### src/rtl/hack_alu_pipe.sv
// Two-stage pipelined Hack ALU with valid/ready handshake and full backpressure.
// Stage 1 captures the zx/nx/zy/ny-conditioned operands plus f/no; stage 2
// performs the add or AND, applies the output negation and derives the flags.
// Carry and signed overflow describe the raw add and are not touched by no.
module hack_alu_pipe #(
    parameter int WIDTH = 16
) (
    input  logic             clk,
    input  logic             reset,
    input  logic             in_valid,
    output logic             in_ready,
    input  logic [WIDTH-1:0] x,
    input  logic [WIDTH-1:0] y,
    input  logic             zx,
    input  logic             nx,
    input  logic             zy,
    input  logic             ny,
    input  logic             f,
    input  logic             no,
    output logic             out_valid,
    input  logic             out_ready,
    output logic [WIDTH-1:0] o,
    output logic             zr,
    output logic             ng,
    output logic             cy,
    output logic             ov
);

    localparam int MSB = WIDTH - 1;

    // Hack operand conditioning: optionally zero, then optionally invert.
    function automatic logic [WIDTH-1:0] prep_operand(
        input logic [WIDTH-1:0] v,
        input logic             z,
        input logic             n
    );
        logic [WIDTH-1:0] t;
        t = z ? {WIDTH{1'b0}} : v;
        return n ? ~t : t;
    endfunction

    // Stage 1 registers
    logic             r_s1_valid;
    logic [WIDTH-1:0] r_xs;
    logic [WIDTH-1:0] r_ys;
    logic             r_f;
    logic             r_no;

    // Stage 2 registers (drive the output ports directly)
    logic             r_s2_valid;
    logic [WIDTH-1:0] r_o;
    logic             r_zr;
    logic             r_ng;
    logic             r_cy;
    logic             r_ov;

    // Handshake and datapath wires
    logic             w_adv2;
    logic             w_accept;
    logic             w_emit;
    logic [WIDTH-1:0] w_xs_in;
    logic [WIDTH-1:0] w_ys_in;
    logic [WIDTH:0]   w_sum;
    logic [WIDTH-1:0] w_r;
    logic [WIDTH-1:0] w_o;
    logic             w_cy;
    logic             w_ov;

    // Stage 1 may hand over whenever stage 2 is empty or is emitting now;
    // in_ready never depends on in_valid.
    assign w_adv2   = r_s1_valid & (~r_s2_valid | out_ready);
    assign in_ready = ~r_s1_valid | w_adv2;
    assign w_accept = in_valid & in_ready;
    assign w_emit   = r_s2_valid & out_ready;

    assign w_xs_in = prep_operand(x, zx, nx);
    assign w_ys_in = prep_operand(y, zy, ny);

    // Stage 2 combinational compute: add or AND, negate, carry and overflow.
    always_comb begin
        w_sum = {1'b0, r_xs} + {1'b0, r_ys};
        w_r   = r_xs & r_ys;
        w_o   = w_r;
        w_cy  = 1'b0;
        w_ov  = 1'b0;
        if (r_f) begin
            w_r  = w_sum[MSB:0];
            w_cy = w_sum[WIDTH];
            w_ov = (r_xs[MSB] == r_ys[MSB]) & (w_sum[MSB] != r_xs[MSB]);
        end else begin
            w_r  = r_xs & r_ys;
            w_cy = 1'b0;
            w_ov = 1'b0;
        end
        if (r_no) begin
            w_o = ~w_r;
        end else begin
            w_o = w_r;
        end
    end

    // Stage 1 register: capture conditioned operands on accept, drain on advance.
    always_ff @(posedge clk or posedge reset) begin
        if (reset) begin
            r_s1_valid <= 1'b0;
            r_xs       <= {WIDTH{1'b0}};
            r_ys       <= {WIDTH{1'b0}};
            r_f        <= 1'b0;
            r_no       <= 1'b0;
        end else if (w_accept) begin
            r_s1_valid <= 1'b1;
            r_xs       <= w_xs_in;
            r_ys       <= w_ys_in;
            r_f        <= f;
            r_no       <= no;
        end else if (w_adv2) begin
            r_s1_valid <= 1'b0;
        end
    end

    // Stage 2 register: load result on advance, hold under stall, clear valid on emit.
    always_ff @(posedge clk or posedge reset) begin
        if (reset) begin
            r_s2_valid <= 1'b0;
            r_o        <= {WIDTH{1'b0}};
            r_zr       <= 1'b0;
            r_ng       <= 1'b0;
            r_cy       <= 1'b0;
            r_ov       <= 1'b0;
        end else if (w_adv2) begin
            r_s2_valid <= 1'b1;
            r_o        <= w_o;
            r_zr       <= (w_o == {WIDTH{1'b0}});
            r_ng       <= w_o[MSB];
            r_cy       <= w_cy;
            r_ov       <= w_ov;
        end else if (w_emit) begin
            r_s2_valid <= 1'b0;
        end
    end

    assign out_valid = r_s2_valid;
    assign o         = r_o;
    assign zr        = r_zr;
    assign ng        = r_ng;
    assign cy        = r_cy;
    assign ov        = r_ov;

endmodule

### config.mk
export PLATFORM = sky130hd
export DESIGN_NAME = hack_alu_pipe
export DESIGN_NICKNAME = d
export VERILOG_FILES = /design/src/rtl/hack_alu_pipe.sv
export SDC_FILE = /design/constraint.sdc
export NUM_CORES = 1
export LEC_CHECK = 0
export ABC_CLOCK_PERIOD_IN_PS = 2400
export CORE_ASPECT_RATIO = 1.4
export CORE_MARGIN = 2
export CORE_UTILIZATION = 49
export DETAILED_ROUTE_END_ITERATION = 10
export HOLD_SLACK_MARGIN = 0.15
export PLACE_DENSITY = 0.78
export SYNTH_ARGS = -nofsm -noshare
export SYNTH_HDL_FRONTEND = slang
export SYNTH_SLANG_ARGS = --single-unit
### constraint.sdc
create_clock -name clk -period 2.4 [get_ports clk]
set_input_delay 0.24 -clock clk [delete_from_list [all_inputs] [get_ports clk]]
set_output_delay 0.24 -clock clk [all_outputs]
set_load 0.03 [all_outputs]
Word level (Yosys, flattened, before mapping)
Cells that the tools add are included.

operators by class
  add/subtract/negate cells = 1
  equal/unequal tests = 2
  muxes and demuxes = 12
  bitwise logic cells = 12
  reduce and logical (&&, ||, !) cells = 3

operator list
  cell                number
  $mux W16            6
  $not A16 Y16        3
  $add A16 B16 Y17    1
  $and A16 B16 Y16    1
  $logic_not A16 Y1   1
  $mux W1             6
  $and A1 B1 Y1       4
  $reduce_bool A2 Y1  2
  $not A1 Y1          2
  $or A1 B1 Y1        2
  $eq A1 B1 Y1        1
  $ne A1 B1 Y1        1

storage, ports and cells
  register bits after elaboration = 56
  bits of input ports = 42
  output and inout bits = 22
  logic and storage cells = 41

Logic depth before layout (Yosys ltp)
  word-level depth = 6
  gate-level depth with buffers = 10
  mapped depth without buffers = 10

Worst setup path after synthesis
Ideal clock, no wire load.

  path kind = flip-flop to flip-flop
  start point = reg r_xs[0]
  end point = reg r_o[14], in the netlist o[14]
  setup time = 0.065 ns
  data arrival time = 2.638 ns
  setup slack = -0.304 ns
  cell stages (with the launch flop) = 11
  buffers on the path = 0
  clock period less this slack = 2.704 ns
  cells stage by stage = dfrtp_1 > ha_1 > fa_1 > a211oi_2 > o211a_1 > nor2_1 > o221a_1 > or4b_1 > o311a_1 > a211oi_2 > mux2_2

on the way
  cells in the longest elaborated chain, start to end = 4

ends and longest elaborated chain
  element                   RTL line  RTL
  start: declaration        44        logic [WIDTH-1:0] r_xs;
  start signal: assignment  106       r_xs <= {WIDTH{1'b0}};
  start signal: assignment  112       r_xs <= w_xs_in;
  $add A16 B16 Y17 *        81        w_sum = {1'b0, r_xs} + {1'b0, r_ys};
  $mux W16 *                86        if (r_f) begin
  $not A16 Y16              96        w_o = ~w_r;
  $mux W16 *                95        if (r_no) begin
  end signal: assignment    125       r_o <= {WIDTH{1'b0}};
  end signal: assignment    132       r_o <= w_o;
  end: declaration          51        logic [WIDTH-1:0] r_o;

Every way passes the cells marked *; elsewhere a longest branch is shown, timed or not.
A chain may end at the register's enable or synchronous reset.

Final worst setup path
Same ends and word-level chain as after synthesis.

==> impl_metrics.toml <==
[worst_setup_path]
crit_type = "reg2reg"
cp-end-kind = "flop"
worst_ep_required_time_ns = 2.67
ff2ff_path_depth = 10
start_kind = "flop"
r2r_end = "o[14]$_DFFE_PP0P_"
reg2reg_slack_ns = -0.34
worstPathMaxFanout = 3
cp.arrival_ns = 3.01
reg2reg_from = "r_xs[0]$_DFFE_PP0P_"

[drt]
dr.pass1.iters = 5
drtAntennaViolNets = 0
wl_um = 8680
drc = 0
vias_per_cell = 5.42
vias = 3499
wl_per_cell_um = 13.5
drt_iter0_markers = 144

[clocking]
cts_buffers = 5
htreeDepth = 2
numClockSinks = 55
cts-root-buf = "clkbuf_8"
clock_latency_ns = 0.32
cts_tree = "built"
clk_pin_slew_ns = 0.09
clock_path_buffers = 2

[final_layout]
final_area_um2 = 5250
drive_gt1_share_pct = 18.7
synthToLayoutAreaGrowth_pct = 34.8
nets = 603
num_antenna_cells = 0

[global_route]
grt_max_degree = 33
busiest_layer = "met2"
use_met2_pct = 36.6
grt_overflow = 0
use_met3_pct = 2.55
grt.total_usage_pct = 19.5
grt_pass1_wl_um = 13600
antenna_found_initial = 0
use_met1_pct = 22.0
grt_pass1_vias = 3092

[place]
io_buffers = 63
hpwl_um = 6580
place_area_um2 = 4920
gp_congestion = 0.871

[die]
rows = 38
core_area_um2 = 7750
initial_core_util_pct = 50.2
ios = 64
die_w_um = 79.3
dieHeight_um = 109
die_area_um2 = 8690

[timing]
rsz0062_at_grt = "yes"
period_minus_slack_ns = 2.74
setup_viol = 3
finClkSkew_ns = 0.00497
tns_ns = -0.854
maxSlewHeadroom_pct = 53.8
fmax_mhz = 365
final-max-slew-violation-count = 0
hold_viol = 0
worst_pin_slew_ns = 0.693
fin_ws_ns = -0.340
period_share_pct = 114

[synthesis]
ys_types = 62
synth_edf_count = 0
syn-instance-count = 443
synth_area_leaders = "dfrtp_1, xnor2_1, o21ai_0"
netlist_area_um2 = 3890
synth_area_leader_cell = "dfrtp_1"
avgSynthCellArea_um2 = 8.79
synth_ff_type = "dfrtp_1"
synth-warning-count = 0
ys_async_sr_fraction_pct = 100
seq_area_frac_synth_pct = 35.3
syn-num-nets = 502
yosysTopAreaCellShare_pct = 35.3
ys_ff_latch = 55

[status]
status = "finished, violations left"
violations = "setup timing"

[worst_hold_path]
hold_path.class = "in2async"

[flow_run]
max_cap_violations = 0

[power]
pwr_density_cell_nw_per_um2 = 837
power_leakage_uw = 0.00217
vdd_drop_max_mv = 0.484
## synth_stat cells, types with 4 or more instances
master / n
o31ai_1: 5
a21oi_1: 20
mux2_2: 5
ha_1: 16
o21a_1: 6
nand2b_1: 5
a211oi_1: 4
xor2_1: 8
clkbuf_1: 17
nor3_1: 6
mux2i_1: 4
nor2_1: 19
nor2b_1: 35
dfrtp_1: 55
nor3b_1: 4
nand3_1: 8
a21o_1: 4
xnor2_1: 42
inv_1: 4
or3_1: 5
o21ai_0: 50
nand3b_1: 4
nand2_1: 57
## cell type report
type                            instances  area, µm²
Clock buffer                            8        100
Timing Repair Buffer                  122       1090
Fill cell                             624       2500
Sequential cell                        55       1380
Inverter                                4       15.0
Tap cell                              100        125
Multi-Input combinational cell        356       2540
## layer usage
| metal | vias up | part of all wire, % |
|---|---|---|
| met5 | - | 0 |
| met4 | 0 | 2.8 |
| met3 | 21 | 3.6 |
| met2 | 91 | 53 |
| met1 | 1628 | 41 |
| li1 | 1759 | - |
## placed cells by master, fill, tap and decap left out, drive strengths merged, types with 5 or more instances in the layout
master	n
clkdlybuf4s50	63
buf	59
nand2	57
dfrtp	55
o21ai	53
xnor2	42
nor2b	35
a21oi	21
nor2	19
ha	16
xor2	8
nand3	8
clkbuf	8
a211oi	7
o21a	6
nor3	6
o31ai	5
nand2b	5
a21o	5
mux2	5
or3	5
## state kept, by name (all words and copies together), names as in the netlist
name / count
r_ys: 16
out_valid: 1
r_s1_valid: 1
cy: 1
r_no: 1
r_f: 1
o: 16
ov: 1
zr: 1
r_xs: 16
## worst max-delay path, stage by stage, from the launching register on
cell and delay [ns]:
dfrtp_1 0.42, ha_4 0.18, fa_2 0.37, a211oi_4 0.27
o211a_1 0.22, nor2_2 0.06, o221a_1 0.22, or4b_1 0.46
o311a_1 0.13, a211oi_2 0.18, mux2_4 0.18
## what timing repair did
action	CTS	global route
endpoints found under the setup margin	6	12
pin swaps	0	15
gates resized for setup	5	29
hold buffers	0	0
gates cloned	0	0
setup buffers	1	6
## kinds of logic (layout without fill, tap and decap cells)
group           count (synthesis)  count (layout)  synth area share, %
compound gates                122             122                 20.1
fa+ha+maj                      17              17                 5.66
mux                             9               9                 2.47
simple gates                  158             158                 20.9
flops                          55              55                 35.3
xor+xnor                       50              50                 11.2
buf+inv                        32             134                 4.27
## stage by stage
stage          utilization, %  setup WS [ns]  total power, µW  cells  hold slack, ns
4_1_cts                  65.1         -0.292             4200    639           0.297
5_1_grt                  67.7         -0.461             4680    645           0.331
3_3_place_gp             63.4         -0.288             3540    630           0.458
3_5_place_dp             63.4         -0.304             3600    630           0.469
6_report                 67.7         -0.340             4390    645           0.276
2_1_floorplan               -         -0.176             2770    443           0.348
## report_power, final
part	internal, µW	switching [µW]	total (µW)	leakage [µW]
logic	1250	1280	2530	0.00145
clock network	264	292	555	0.0000515
registers	1150	165	1310	0.000670
## how the worst max path moves through the flow
stage,start,end,slack (ns),depth (start not counted)
finish,r_xs[0]$_DFFE_PP0P_,o[14]$_DFFE_PP0P_,-0.34,10
global route,r_xs[0]$_DFFE_PP0P_,zr$_DFFE_PP0P_,-0.46,11
CTS,r_xs[0]$_DFFE_PP0P_,o[14]$_DFFE_PP0P_,-0.29,10
detailed placement,r_xs[0]$_DFFE_PP0P_,o[14]$_DFFE_PP0P_,-0.30,10
global placement,r_xs[0]$_DFFE_PP0P_,o[14]$_DFFE_PP0P_,-0.29,10
floorplan,r_xs[0]$_DFFE_PP0P_,o[14]$_DFFE_PP0P_,-0.18,10
Note: power is estimated with default switching activity, not from simulation.
